--- src/rtl/seq_detector_p_if.sv ---
// Signal bundle for the serial pattern detector: serial input, configuration
// load, and match status. The bench or upstream logic is master, the detector is slave.
interface seq_detector_p_if #(
  parameter int MAX_LEN = 16,
  parameter int LEN_W   = $clog2(MAX_LEN) + 1,
  parameter int CNT_W   = 8
);
  logic               din;
  logic               din_vld;
  logic               cfg_load;
  logic [MAX_LEN-1:0] pattern;
  logic [LEN_W-1:0]   pat_len;
  logic               overlap;
  logic               cnt_clr;
  logic               flag;
  logic               flag_q;
  logic [CNT_W-1:0]   match_cnt;
  logic               cfg_err;

  modport master (
    output din, din_vld, cfg_load, pattern, pat_len, overlap, cnt_clr,
    input  flag, flag_q, match_cnt, cfg_err
  );

  modport slave (
    input  din, din_vld, cfg_load, pattern, pat_len, overlap, cnt_clr,
    output flag, flag_q, match_cnt, cfg_err
  );
endinterface

--- src/rtl/seq_detector_p.sv ---
// Runtime-configurable serial pattern detector with overlapping or non-overlapping
// matching, a Mealy match flag, its registered copy and a saturating match counter.
module seq_detector_p #(
  parameter int                 MAX_LEN = 16,
  parameter int                 LEN_W   = $clog2(MAX_LEN) + 1,
  parameter int                 CNT_W   = 8,
  parameter logic [MAX_LEN-1:0] RST_PAT = MAX_LEN'(16'h00AA),
  parameter int                 RST_LEN = 8,
  parameter bit                 RST_OVL = 1'b1
) (
  input  logic              clk,
  input  logic              rst,   // asynchronous, active low
  seq_detector_p_if.slave   bus
);

  localparam logic [CNT_W-1:0] CNT_MAX = '1;
  localparam logic [LEN_W-1:0] FILL_MAX = LEN_W'(MAX_LEN);
  localparam logic             RST_ERR  = (RST_LEN == 0) || (RST_LEN > MAX_LEN);

  logic [MAX_LEN-1:0] pat_r;
  logic [LEN_W-1:0]   len_r;
  logic               ovl_r;
  logic               err_r;
  logic [MAX_LEN-1:0] hist;
  logic [LEN_W-1:0]   fill;
  logic               flag_q_r;
  logic [CNT_W-1:0]   cnt_r;

  logic               accepted;
  logic [MAX_LEN-1:0] cand;
  logic [MAX_LEN-1:0] mask;
  logic [LEN_W:0]     fill_inc;
  logic               match;
  logic               flag_c;
  logic               load_err;

  assign accepted = bus.din_vld & ~bus.cfg_load;
  assign cand     = {hist[MAX_LEN-2:0], bus.din};
  assign fill_inc = {1'b0, fill} + (LEN_W+1)'(1);
  assign load_err = (bus.pat_len == '0) || (int'(bus.pat_len) > MAX_LEN);

  // Only the low len_r bits of the candidate take part in the comparison.
  // NOTE: every always_comb output gets a default before the loop, so no latch can be inferred.
  always_comb begin
    mask = '0;
    for (int i = 0; i < MAX_LEN; i++) begin
      mask[i] = (i < int'(len_r));
    end
  end

  assign match  = !err_r && (fill_inc >= {1'b0, len_r}) && (((cand ^ pat_r) & mask) == '0);
  assign flag_c = accepted & match;

  // NOTE: all state uses non-blocking assignments so every register samples pre-edge values.
  always_ff @(posedge clk or negedge rst) begin
    if (!rst) begin
      pat_r <= RST_PAT;
      len_r <= LEN_W'(RST_LEN);
      ovl_r <= RST_OVL;
      err_r <= RST_ERR;
      hist  <= '0;
      fill  <= '0;
    end else if (bus.cfg_load) begin
      pat_r <= bus.pattern;
      len_r <= bus.pat_len;
      ovl_r <= bus.overlap;
      err_r <= load_err;
      hist  <= '0;
      fill  <= '0;
    end else if (accepted) begin
      if (match && !ovl_r) begin
        // Non-overlapping: the bits of this match cannot seed the next one.
        hist <= '0;
        fill <= '0;
      end else begin
        hist <= cand;
        fill <= (fill == FILL_MAX) ? fill : fill_inc[LEN_W-1:0];
      end
    end
  end

  always_ff @(posedge clk or negedge rst) begin
    if (!rst) begin
      flag_q_r <= 1'b0;
      cnt_r    <= '0;
    end else begin
      flag_q_r <= flag_c;
      if (bus.cnt_clr) begin
        cnt_r <= '0;
      end else if (flag_c && cnt_r != CNT_MAX) begin
        cnt_r <= cnt_r + CNT_W'(1);
      end
    end
  end

  assign bus.flag      = flag_c;
  assign bus.flag_q    = flag_q_r;
  assign bus.match_cnt = cnt_r;
  assign bus.cfg_err   = err_r;

endmodule

--- src/flat_wrapper.sv ---
// flat-port wrapper written by rule: the top's interface ports become plain ports
module seq_detector_p_flat 
#(
  parameter int                 MAX_LEN = 16,
  parameter int                 LEN_W   = $clog2(MAX_LEN) + 1,
  parameter int                 CNT_W   = 8,
  parameter logic [MAX_LEN-1:0] RST_PAT = MAX_LEN'(16'h00AA),
  parameter int                 RST_LEN = 8,
  parameter bit                 RST_OVL = 1'b1
)
  (clk, rst, bus_din, bus_din_vld, bus_cfg_load, bus_pattern, bus_pat_len, bus_overlap, bus_cnt_clr, bus_flag, bus_flag_q, bus_match_cnt, bus_cfg_err);
  seq_detector_p_if #(.MAX_LEN(MAX_LEN), .LEN_W(LEN_W), .CNT_W(CNT_W)) bus_i ();
  input  logic clk;
  input  logic rst;
  input wire logic [$bits(bus_i.din)-1:0] bus_din;
  input wire logic [$bits(bus_i.din_vld)-1:0] bus_din_vld;
  input wire logic [$bits(bus_i.cfg_load)-1:0] bus_cfg_load;
  input wire logic [$bits(bus_i.pattern)-1:0] bus_pattern;
  input wire logic [$bits(bus_i.pat_len)-1:0] bus_pat_len;
  input wire logic [$bits(bus_i.overlap)-1:0] bus_overlap;
  input wire logic [$bits(bus_i.cnt_clr)-1:0] bus_cnt_clr;
  output wire logic [$bits(bus_i.flag)-1:0] bus_flag;
  output wire logic [$bits(bus_i.flag_q)-1:0] bus_flag_q;
  output wire logic [$bits(bus_i.match_cnt)-1:0] bus_match_cnt;
  output wire logic [$bits(bus_i.cfg_err)-1:0] bus_cfg_err;
  assign bus_i.din = bus_din;
  assign bus_i.din_vld = bus_din_vld;
  assign bus_i.cfg_load = bus_cfg_load;
  assign bus_i.pattern = bus_pattern;
  assign bus_i.pat_len = bus_pat_len;
  assign bus_i.overlap = bus_overlap;
  assign bus_i.cnt_clr = bus_cnt_clr;
  assign bus_flag = bus_i.flag;
  assign bus_flag_q = bus_i.flag_q;
  assign bus_match_cnt = bus_i.match_cnt;
  assign bus_cfg_err = bus_i.cfg_err;
  seq_detector_p #(.MAX_LEN(MAX_LEN), .LEN_W(LEN_W), .CNT_W(CNT_W), .RST_PAT(RST_PAT), .RST_LEN(RST_LEN), .RST_OVL(RST_OVL)) u_core (.clk(clk), .rst(rst), .bus(bus_i));
endmodule
--- config.mk ---
export PLATFORM = sky130hd
export DESIGN_NAME = seq_detector_p_flat
export DESIGN_NICKNAME = d
export VERILOG_FILES = /design/src/rtl/seq_detector_p_if.sv /design/src/rtl/seq_detector_p.sv /design/src/flat_wrapper.sv
export SDC_FILE = /design/constraint.sdc
export NUM_CORES = 1
export LEC_CHECK = 0
export ABC_AREA = 1
export ABC_CLOCK_PERIOD_IN_PS = 5300
export BUFFER_PORTS_ARGS = -buffer_cell sky130_fd_sc_hd__buf_4
export CAP_MARGIN = 0
export CELL_PAD_IN_SITES_DETAIL_PLACEMENT = 1
export CELL_PAD_IN_SITES_GLOBAL_PLACEMENT = 1
export CORE_ASPECT_RATIO = 0.75
export CORE_MARGIN = 2
export CORE_UTILIZATION = 45
export CTS_CLUSTER_SIZE = 16
export DETAILED_ROUTE_END_ITERATION = 7
export GPL_ROUTABILITY_DRIVEN = 1
export PLACE_DENSITY = 0.95
export SYNTH_ARGS = -nofsm -noshare
export SYNTH_HDL_FRONTEND = slang
export SYNTH_SLANG_ARGS = --single-unit
--- constraint.sdc ---
create_clock -name clk -period 5.3 [get_ports clk]
set_input_delay 0.265 -clock clk [delete_from_list [all_inputs] [get_ports clk]]
set_output_delay 0.265 -clock clk [all_outputs]
set_load 0.05 [all_outputs]
==> impl_metrics.yaml <==
die:
  die_y_um: 73.2
  die_w_um: 96.3
  ios: 39
  coreArea_um2: 6260
  die-area_um2: 7050
  start_util_pct: 46.0
  row_count: 25
timing:
  worstMarginPinSlew_ns: 0.712
  finalCriticalPeriod_ns: 2.72
  report.final.slew_viol_count: 0
  setup_viol_count_final: 0
  fin_crit_sh_pct: 51.3
  rsz0062_at_grt: "no"
  fmax_mhz: 368
  fin_setup_tns_ns: 0
  hold_violations: 7
  whs_ns: -0.00463
  slew_headroom_pct: 52.3
  clock-skew-final_ns: 0.0122
power:
  vdd_ir_drop_max_mv: 0.137
  seqPwrFrac_pct: 53.0
  power_frac_comb_pct: 18.3
  switchingPower_w: 0.000251
  p_total_w: 0.000832
  leakage_nw: 1.75
  switching_share_pct: 30.1
  clkPwrFrac_pct: 28.7
  internal_power_w: 0.000581
  power_density_nw_per_um2: 251
yosys:
  postSynth.asyncResetShare_pct: 100
  synth-xor-area-share_pct: 3.35
  synth_compound_area_share_pct: 7.44
  synth_fp_nets: 418
  synth_edf_count: 0
  muxShareOfSynthArea_pct: 0
  ys.flop_type: "dfrtp_1"
  ys_warn_count: 0
  netlist_area_um2: 2880
  synth_cell_type_count: 29
  synth_fa_ha_area_share_pct: 3.48
  synth_area_per_cell_um2: 7.53
  synth-simple-area-share_pct: 32.8
  ys_ff_latch: 52
  synth_top_family_by_area: "simple AND/OR/NAND/NOR gates"
  ys_seq_area_share_pct: 45.5
  synthCells: 382
finish:
  fillCellCount: 817
  nNetsFinal: 457
  antennaDiodeCount: 0
  multi_input_area_um2: 1350
  drive_above_1_share_pct: 14.5
  synthToLayoutAreaGrowth_pct: 15.4
  seqCellArea_um2: 1310
  fin_area_um2: 3320
worst_setup_path:
  reg2reg_depth: 15
  crit_arrival_ns: 2.45
  path_max_fanout: 6
  reg2reg_to: "u_core.bus.match_cnt[2]"
  worst_setup_path_start_kind: "flop"
  crit_type: "flop to primary output"
  worst_ep_required_time_ns: 5.04
  ff2ff_setup_slack_ns: 2.77
  critPathCaptureType: "primary output"
  r2r_start: "u_core.fill[0]"
clocking:
  root_buffer: "clkbuf_8"
  clock_path_buffers: 2
  path_clk_slew_ns: 0.10
  hold_buffers: 0
  clk-insertion-delay-late_ns: 0.31
  cts.repair.resized: 0
  h-tree-depth: 2
  clkSinkCount: 52
  cts_tree: "built"
  cts_buffers: 5
  postCtsSetupBuffers: 0
grt:
  grt_pass1_vias: 2633
  grt_pass1_wl_um: 12600
  grt_util_all_layers_pct: 23.1
  grt_overflow: 0
  use_met1_pct: 32.8
  grtUsageMet3_pct: 3.82
  grt_max_degree: 53
  busiest_layer: "met2"
  antenna_found_initial: 0
  use_met2_pct: 37.3
drt:
  finalWirelength_um: 7560
  drc: 0
  wl_per_cell_um: 15.0
  dr.first_iter.drc_count: 123
  ant_nets: 0
  dr_total_vias: 2623
  via_per_inst: 5.21
  dr.pass1.iters: 4
run:
  max_cap_viol_count: 0
status:
  violations: "negative hold slack"
  status: "complete, but fails checks"
worst_hold_path:
  hold_path_class: "input pin to asynchronous set/reset pin"
placement:
  gp_congestion: 0.890
  placed_cell_area_um2: 3230
  portBuffers: 38
  dp_hpwl_um: 5560
-- metal layers --
layer | part of all wire, % | vias up
met5 | 0 | -
met4 | 0.86 | 0
met3 | 4.4 | 8
met2 | 47 | 52
met1 | 47 | 1284
li1 | - | 1279
-- power groups by stage --
stage	Clock, W	Combinational (W)	Sequential (W)
6_report	0.000238	0.000152	0.000441
5_1_grt	0.000254	0.000173	0.000445
4_1_cts	0.000240	0.000154	0.000441
3_5_place_dp	0	0.000151	0.000448
3_3_place_gp	0	0.000142	0.000447
2_1_floorplan	0	0.0000870	0.000448
-- metrics by stage --
stage	setup slack (ns)	utilization [%]	cells	hold WS, ns
floorplan	3.09	-	382	-0.0306
global route	2.38	53.0	503	0.0341
global placement	2.98	51.6	495	0.343
CTS	2.60	53.0	503	0.0233
detailed placement	2.88	51.6	495	0.353
finish	2.58	53.0	503	-0.00463
-- cell families after synthesis --
kind of cell	after synthesis
xor+xnor	11
fa+ha+maj	8
buf+inv	53
simple gates	220
compound gates	38
flops	52
-- cell type report --
type                       instances  area share, %
multi-input combinational        277           40.8
sequential                        52           39.4
timing repair buffer              39           8.82
inverter                          46           5.20
tap                               81           3.05
clock buffer                       8           2.71
-- cells in the final DEF (no fill, tap or decap), types with 6 or more instances in the layout --
cell      count
nor2_1       24
dfrtp_1      46
ha_1          8
dfstp_2       6
clkbuf_8      6
inv_1        44
buf_4        39
nand3_1      40
nand2_1     140
xor2_1        9
o21ai_0      24
-- registers in the layout (all words and copies together), names as in the netlist --
register              flops
u_core.bus.cfg_err        1
u_core.bus.match_cnt      8
u_core.hist              15
u_core.fill               5
u_core.len_r              5
u_core.bus.flag_q         1
u_core.ovl_r              1
u_core.pat_r             16
-- worst max-delay path by stage --
| stage | depth (start not counted) | endpoint | startpoint |
|---|---|---|---|
| after floorplan | 10 | bus_flag | u_core.fill[0] |
| after global placement | 15 | u_core.bus.match_cnt[0] | u_core.fill[0] |
| final | 13 | bus_flag | u_core.fill[0] |
| after detailed placement | 15 | u_core.bus.match_cnt[0] | u_core.fill[0] |
| after global routing | 14 | bus_flag | u_core.fill[0] |
| after CTS | 14 | bus_flag | u_core.fill[2] |
-- worst max-delay path: stages (launching register included) --
cell and delay (ns):
dfrtp_1 0.45, ha_1 0.25, xor2_1 0.17, ha_1 0.29, nand2_1 0.05, inv_1 0.06
nand2_1 0.06, nand2_1 0.07, nand2_1 0.07, nand2_1 0.06, nand2_1 0.04, inv_1 0.13
and3_1 0.22, buf_4 0.21
-- Yosys cell counts (all sizes together), types with 2 or more instances --
cell type / number / area share, %
nand2: 142 / 19
dfrtp: 46 / 40
inv: 44 / 5.7
nand3: 41 / 7.6
o21ai: 31 / 5.7
nor2: 27 / 4.1
xor2: 9 / 2.7
ha: 8 / 3.5
dfstp: 6 / 5.5
a21oi: 5 / 1.3
clkbuf: 5 / 0.65
nand4: 4 / 1.1
and3: 2 / 0.44
buf: 2 / 0.78
clkinv: 2 / 0.26
nor3: 2 / 0.35
xnor2: 2 / 0.61
No activity file was read; power rests on OpenSTA's default activity.
